<file path="config.mk">
export PLATFORM = sky130hd
export DESIGN_NAME = rom_read_arbiter_flat
export DESIGN_NICKNAME = d
export VERILOG_FILES = /design/src/rtl/rom_read_arbiter_pkg.sv /design/src/rtl/rom_read_arbiter_if.sv /design/src/rtl/rom_read_arbiter_rr_arbiter.sv /design/src/rtl/rom_read_arbiter.sv /design/src/flat_wrapper.sv
export SDC_FILE = /design/constraint.sdc
export NUM_CORES = 1
export LEC_CHECK = 0
export ABC_AREA = 1
export BUFFER_PORTS_ARGS = -buffer_cell sky130_fd_sc_hd__buf_2
export CAP_MARGIN = 0
export CORE_MARGIN = 3
export CORE_UTILIZATION = 35
export CTS_CLUSTER_DIAMETER = 40
export DETAILED_ROUTE_END_ITERATION = 8
export PLACE_DENSITY = 0.64
export SYNTH_ARGS = -nofsm -noshare
export SYNTH_HDL_FRONTEND = slang
export SYNTH_SLANG_ARGS = --single-unit
export TNS_END_PERCENT = 5
</file>
<file path="constraint.sdc">
create_clock -name clk -period 2.2 [get_ports clk]
set_input_delay 0.11 -clock clk [delete_from_list [all_inputs] [get_ports clk]]
set_output_delay 0.11 -clock clk [all_outputs]
set_load 0.005 [all_outputs]
</file>
<file path="src/rtl/rom_read_arbiter_pkg.sv">
// Shared constants and helpers for the round-robin ROM read arbiter.
package rom_arb_pkg;

  localparam int N_REQ_DEF  = 4;
  localparam int ADDR_W_DEF = 4;
  localparam int DATA_W_DEF = 7;

  // Width of a requester index; N_REQ is at least 2, so this is never zero.
  function automatic int id_width(input int n_req);
    return (n_req <= 2) ? 1 : $clog2(n_req);
  endfunction

endpackage

</file>
<file path="src/rtl/rom_read_arbiter_if.sv">
// Requester, ROM and response signals of the ROM read arbiter.
// slave is the arbiter side; master is the client/ROM side.
interface rom_read_arbiter_if
  import rom_arb_pkg::*;
#(
  parameter int N_REQ  = N_REQ_DEF,
  parameter int ADDR_W = ADDR_W_DEF,
  parameter int DATA_W = DATA_W_DEF
);
  localparam int ID_W = id_width(N_REQ);

  logic [N_REQ-1:0]        req_valid;
  logic [N_REQ*ADDR_W-1:0] req_addr;
  logic [N_REQ-1:0]        req_ready;
  logic [ADDR_W-1:0]       rom_addr;
  logic [DATA_W-1:0]       rom_data;
  logic                    rsp_valid;
  logic [ID_W-1:0]         rsp_id;
  logic [DATA_W-1:0]       rsp_data;

  modport slave (
    input  req_valid, req_addr, rom_data,
    output req_ready, rom_addr, rsp_valid, rsp_id, rsp_data
  );

  modport master (
    output req_valid, req_addr, rom_data,
    input  req_ready, rom_addr, rsp_valid, rsp_id, rsp_data
  );
endinterface

</file>
<file path="src/rtl/rom_read_arbiter_rr_arbiter.sv">
// Purely combinational rotating-priority encoder: first valid at or after ptr wins.
module rr_arbiter
  import rom_arb_pkg::*;
#(
  parameter int N_REQ = N_REQ_DEF,
  localparam int ID_W = id_width(N_REQ)
) (
  input  logic [N_REQ-1:0] valid,
  input  logic [ID_W-1:0]  ptr,
  output logic [N_REQ-1:0] grant,
  output logic [ID_W-1:0]  grant_idx,
  output logic             any_grant
);

  int idx;

  // NOTE: every always_comb output gets a default first so no path leaves it
  // unassigned, which would otherwise infer a latch.
  always_comb begin
    grant     = '0;
    grant_idx = '0;
    any_grant = 1'b0;
    idx       = 0;
    for (int k = 0; k < N_REQ; k++) begin
      if (!any_grant) begin
        idx = (int'(ptr) + k) % N_REQ;
        if (valid[idx]) begin
          grant[idx] = 1'b1;
          grant_idx  = ID_W'(idx);
          any_grant  = 1'b1;
        end
      end
    end
  end

endmodule

</file>
<file path="src/rtl/rom_read_arbiter.sv">
// Round-robin arbiter sharing one registered-read ROM among N_REQ requesters.
// Define ROM_ARB_OUTREG_EN to register the response outputs once more (latency T+2).
module rom_read_arbiter
  import rom_arb_pkg::*;
#(
  parameter int N_REQ  = N_REQ_DEF,
  parameter int ADDR_W = ADDR_W_DEF,
  parameter int DATA_W = DATA_W_DEF
) (
  input logic                clk,
  input logic                reset,
  rom_read_arbiter_if.slave  bus
);

  localparam int ID_W = id_width(N_REQ);

  logic [ID_W-1:0]   ptr;
  logic [N_REQ-1:0]  grant;
  logic [ID_W-1:0]   grant_idx;
  logic              any_grant;
  logic              grant_ok;
  logic [ADDR_W-1:0] sel_addr;
  logic [ADDR_W-1:0] held_addr;
  logic              s1_valid;
  logic [ID_W-1:0]   s1_id;

  rr_arbiter #(.N_REQ(N_REQ)) u_rr (
    .valid     (bus.req_valid),
    .ptr       (ptr),
    .grant     (grant),
    .grant_idx (grant_idx),
    .any_grant (any_grant)
  );

  // No grants are issued while reset is held, so req_ready reads zero then.
  assign grant_ok      = any_grant & ~reset;
  assign bus.req_ready = grant_ok ? grant : '0;
  assign sel_addr      = bus.req_addr[grant_idx*ADDR_W +: ADDR_W];
  assign bus.rom_addr  = grant_ok ? sel_addr : held_addr;

  // NOTE: sequential state uses non-blocking assignments only, so every
  // register samples pre-edge values regardless of statement order.
  always_ff @(posedge clk or posedge reset) begin
    if (reset) begin
      ptr       <= '0;
      held_addr <= '0;
      s1_valid  <= 1'b0;
      s1_id     <= '0;
    end else begin
      s1_valid <= grant_ok;
      if (grant_ok) begin
        ptr       <= (grant_idx == ID_W'(N_REQ - 1)) ? '0 : grant_idx + 1'b1;
        held_addr <= sel_addr;
        s1_id     <= grant_idx;
      end
    end
  end

`ifdef ROM_ARB_OUTREG_EN
  logic              s2_valid;
  logic [ID_W-1:0]   s2_id;
  logic [DATA_W-1:0] s2_data;

  always_ff @(posedge clk or posedge reset) begin
    if (reset) begin
      s2_valid <= 1'b0;
      s2_id    <= '0;
      s2_data  <= '0;
    end else begin
      s2_valid <= s1_valid;
      s2_id    <= s1_id;
      s2_data  <= s1_valid ? bus.rom_data : '0;
    end
  end

  assign bus.rsp_valid = s2_valid;
  assign bus.rsp_id    = s2_id;
  assign bus.rsp_data  = s2_data;
`else
  assign bus.rsp_valid = s1_valid;
  assign bus.rsp_id    = s1_id;
  assign bus.rsp_data  = s1_valid ? bus.rom_data : '0;
`endif

endmodule

</file>
<file path="src/flat_wrapper.sv">
// flat-port wrapper written by rule: the top's interface ports become plain ports
module rom_read_arbiter_flat import rom_arb_pkg::*;
#(
  parameter int N_REQ  = N_REQ_DEF,
  parameter int ADDR_W = ADDR_W_DEF,
  parameter int DATA_W = DATA_W_DEF
)
  (clk, reset, bus_req_valid, bus_req_addr, bus_rom_data, bus_req_ready, bus_rom_addr, bus_rsp_valid, bus_rsp_id, bus_rsp_data);
  rom_read_arbiter_if #(.N_REQ(N_REQ), .ADDR_W(ADDR_W), .DATA_W(DATA_W)) bus_i ();
  input logic clk;
  input logic reset;
  input wire logic [$bits(bus_i.req_valid)-1:0] bus_req_valid;
  input wire logic [$bits(bus_i.req_addr)-1:0] bus_req_addr;
  input wire logic [$bits(bus_i.rom_data)-1:0] bus_rom_data;
  output wire logic [$bits(bus_i.req_ready)-1:0] bus_req_ready;
  output wire logic [$bits(bus_i.rom_addr)-1:0] bus_rom_addr;
  output wire logic [$bits(bus_i.rsp_valid)-1:0] bus_rsp_valid;
  output wire logic [$bits(bus_i.rsp_id)-1:0] bus_rsp_id;
  output wire logic [$bits(bus_i.rsp_data)-1:0] bus_rsp_data;
  assign bus_i.req_valid = bus_req_valid;
  assign bus_i.req_addr = bus_req_addr;
  assign bus_i.rom_data = bus_rom_data;
  assign bus_req_ready = bus_i.req_ready;
  assign bus_rom_addr = bus_i.rom_addr;
  assign bus_rsp_valid = bus_i.rsp_valid;
  assign bus_rsp_id = bus_i.rsp_id;
  assign bus_rsp_data = bus_i.rsp_data;
  rom_read_arbiter #(.N_REQ(N_REQ), .ADDR_W(ADDR_W), .DATA_W(DATA_W)) u_core (.clk(clk), .reset(reset), .bus(bus_i));
endmodule
</file>
==> metrics.cfg <==
[global_route]
grt.total_usage=0.1608
antenna_found_initial=0
grt_pass1_wl_um=4671
overflow=0
grt_pass1_vias=1081
grt_max_degree=14

[sta]
relSlewSlack=0.6607
final.min_clock_period_ns=2.391
fmax_ghz=0.4182
drv_slew=0
worstMarginPinSlew_ns=0.5084
setup_slack_ns=-0.1912
rsz0062_at_grt=yes
finalClockSkew_ns=0.001790
setup_tns_ns=-0.5235
hold_viol=0
setup_viol=4
period_share=1.087

[synth]
ys_warn_count=0
synth.yosys.seq_area_share=0.2091
ys.flop_type=dfrtp_1
synth-edff-count=0
synth_area_mm2=0.001077
synth_nets=207
async_flop_share=1.000
ys_types=25
syn_inst=170
synth_area_per_cell_um2=6.337
synth_seq_cells=9

[critical_path]
worstSetupStartpointType=register
critical_path.max_fanout=8
critPathRequiredTime_ns=2.09
r2r_end=u_core.held_addr[1]
cp-startpoint=u_core.ptr[0]
reg2regPathDepth=12
endpoint_kind=primary output
crit_type=reg2out
r2r_start=u_core.ptr[0]
reg2reg_slack_ns=0.12
arrival_ns=2.28

[drt]
drtIter0Drc=42
drt-pass1-iter-count=4
drcViolationCount=0
drt_wl_total_um=3286
drtAntennaViolNets=0
wl_per_cell_um=11.95
num_vias=1355
viasPerCell=4.927

[clocking]
clockBufferDepth=2
cts.sink_count=9
path_clk_slew_ns=0.06
cts-root-buf=clkbuf_4
cts_made_buffers=3
clkLatencyLatePin_ns=0.25
tritoncts=done
htreeDepth=1

[placed_design]
gp_congestion=0.8095
dpl_cell_area_mm2=0.001376
port_buffers=46
hpwl_um=2143

[final_layout]
final_cell_area_mm2=0.001707
layout.nets=282
diodes=0
syn2layout_area_growth_pct=58.42
fin_util=0.5982
drive_gt1_frac=0.5082
fill_cells=260

[power_and_ir_drop]
powerDensity_mw_per_mm2=1857
power_mw=3.170
leakage_nw=0.9825
peakVddDrop_mv=0.9497

[job]
maxCapViolations=0

[hold_path]
worstHoldStart=bus_req_addr[12]
min_to=u_core.held_addr[0]
hold_class=in2reg
hold_depth=5

[floorplanning]
dieHeight_um=61.48
die_w_um=61.48
core_area_mm2=0.002853
dieArea_mm2=0.003780
initial_core_util=0.3776
rows=19
ios=47

[status]
status=finished, violations left
violations=negative setup slack

## power by group
part,switching [mW],internal (mW),total (mW)
Sequential,0.0383,0.254,0.292
Combinational,1.56,1.20,2.75
Clock,0.0535,0.0696,0.123
Total,1.65,1.52,3.17
## routing by layer
layer	part of all wire	track usage	up-vias
li1	-	-	690
met1	0.42	0.2184	613
met2	0.51	0.2795	50
met3	0.066	0.02096	2
met4	0.0046	0.01818	0
met5	0	0	-
## through the flow
step	cells	hold slack [ns]	worst slack (ns)
finish	275	0.2165	-0.1912
detailed placement	252	0.1070	0.09986
global route	275	0.2415	-0.2725
floorplan	170	-0.04648	0.05612
CTS	265	0.2198	-0.05812
global placement	252	0.09992	0.1205
## cell type report
class / instances / area [um2] / share of cell area
clock buffer: 4 / 26.28 / 0.01540
tap: 31 / 38.79 / 0.02273
sequential: 9 / 225.2 / 0.1320
timing repair buffer: 72 / 442.9 / 0.2595
inverter: 29 / 121.4 / 0.07111
multi-input combinational: 130 / 852.1 / 0.4993
## sequential cells by signal, indices dropped and copies added (netlist names)
register,flops
u_core.ptr,2
u_core.bus.rsp_valid,1
u_core.held_addr,4
u_core.bus.rsp_id,2
## logic make-up after synthesis
family | after synthesis | synth area share
DFF | 9 | 0.2091
adders and majority gates | 8 | 0.09292
buffers and inverters | 31 | 0.1220
and+or+nand+nor | 110 | 0.5017
AOI/OAI and AO/OA | 12 | 0.07434
## critical path: stages, from the launching register on
cell     delay [ns]
dfrtp_1        0.39
inv_2          0.10
ha_4           0.23
inv_4          0.07
a21oi_1        0.04
nor2_1         0.29
nand3_4        0.17
nand3_4        0.16
buf_6          0.14
nand2_2        0.05
nand2_2        0.07
nor2_2         0.04
nor2_2         0.13
buf_2          0.13
## worst max-delay path by stage
stage                 endpoint
5_1_grt        bus_rom_addr[1]
4_1_cts        bus_rom_addr[0]
3_5_place_dp   bus_rom_addr[1]
2_1_floorplan  bus_rom_addr[1]
3_3_place_gp   bus_rom_addr[1]
6_report       bus_rom_addr[1]
## placed cells by master, fill, tap and decap left out
cell | synthesis | routed
buf_8 | 0 | 1
nand4_1 | 5 | 5
inv_1 | 24 | 22
nand2_8 | 0 | 1
or2_1 | 3 | 3
clkbuf_4 | 0 | 3
nand3_1 | 19 | 16
nor2_1 | 13 | 5
a21o_1 | 1 | 1
buf_2 | 0 | 46
a21oi_1 | 4 | 2
clkbuf_1 | 0 | 1
a21oi_2 | 1 | 2
o21a_1 | 1 | 1
inv_2 | 5 | 4
inv_8 | 0 | 1
nand3_2 | 3 | 5
or2_0 | 1 | 1
nand2_1 | 54 | 41
nand3_4 | 2 | 3
ha_1 | 8 | 7
nor2_2 | 5 | 12
a22oi_1 | 2 | 2
o2111ai_1 | 1 | 1
o21ai_0 | 1 | 1
dlygate4sd3_1 | 0 | 1
a21oi_4 | 0 | 1
buf_6 | 2 | 2
nand2_2 | 3 | 13
ha_4 | 0 | 1
nand2_4 | 1 | 3
buf_4 | 0 | 22
dfrtp_1 | 9 | 9
o211ai_1 | 1 | 1
nor2_4 | 1 | 2
inv_4 | 0 | 2
## what timing repair did
item / 4_1_cts / 5_1_grt
pin swaps: 17 / 19
gates resized for setup: 13 / 34
hold buffers: 1 / 0
hold endpoints to repair: 9 / 0
setup buffers: 8 / 10
endpoints found under the setup margin: 8 / 8
## Yosys cell counts, types with 2 or more instances
cell / n / share of area
a21oi_1: 4 / 0.019
ha_1: 8 / 0.093
inv_1: 24 / 0.084
nand3_1: 19 / 0.088
buf_6: 2 / 0.021
a22oi_1: 2 / 0.014
nand3_4: 2 / 0.033
nand2_2: 3 / 0.017
inv_2: 5 / 0.017
or2_1: 3 / 0.017
nor2_1: 13 / 0.045
dfrtp_1: 9 / 0.21
nor2_2: 5 / 0.029
nand2_1: 54 / 0.19
nand3_2: 3 / 0.028
nand4_1: 5 / 0.029
Note: power is estimated with default switching activity, not from simulation.
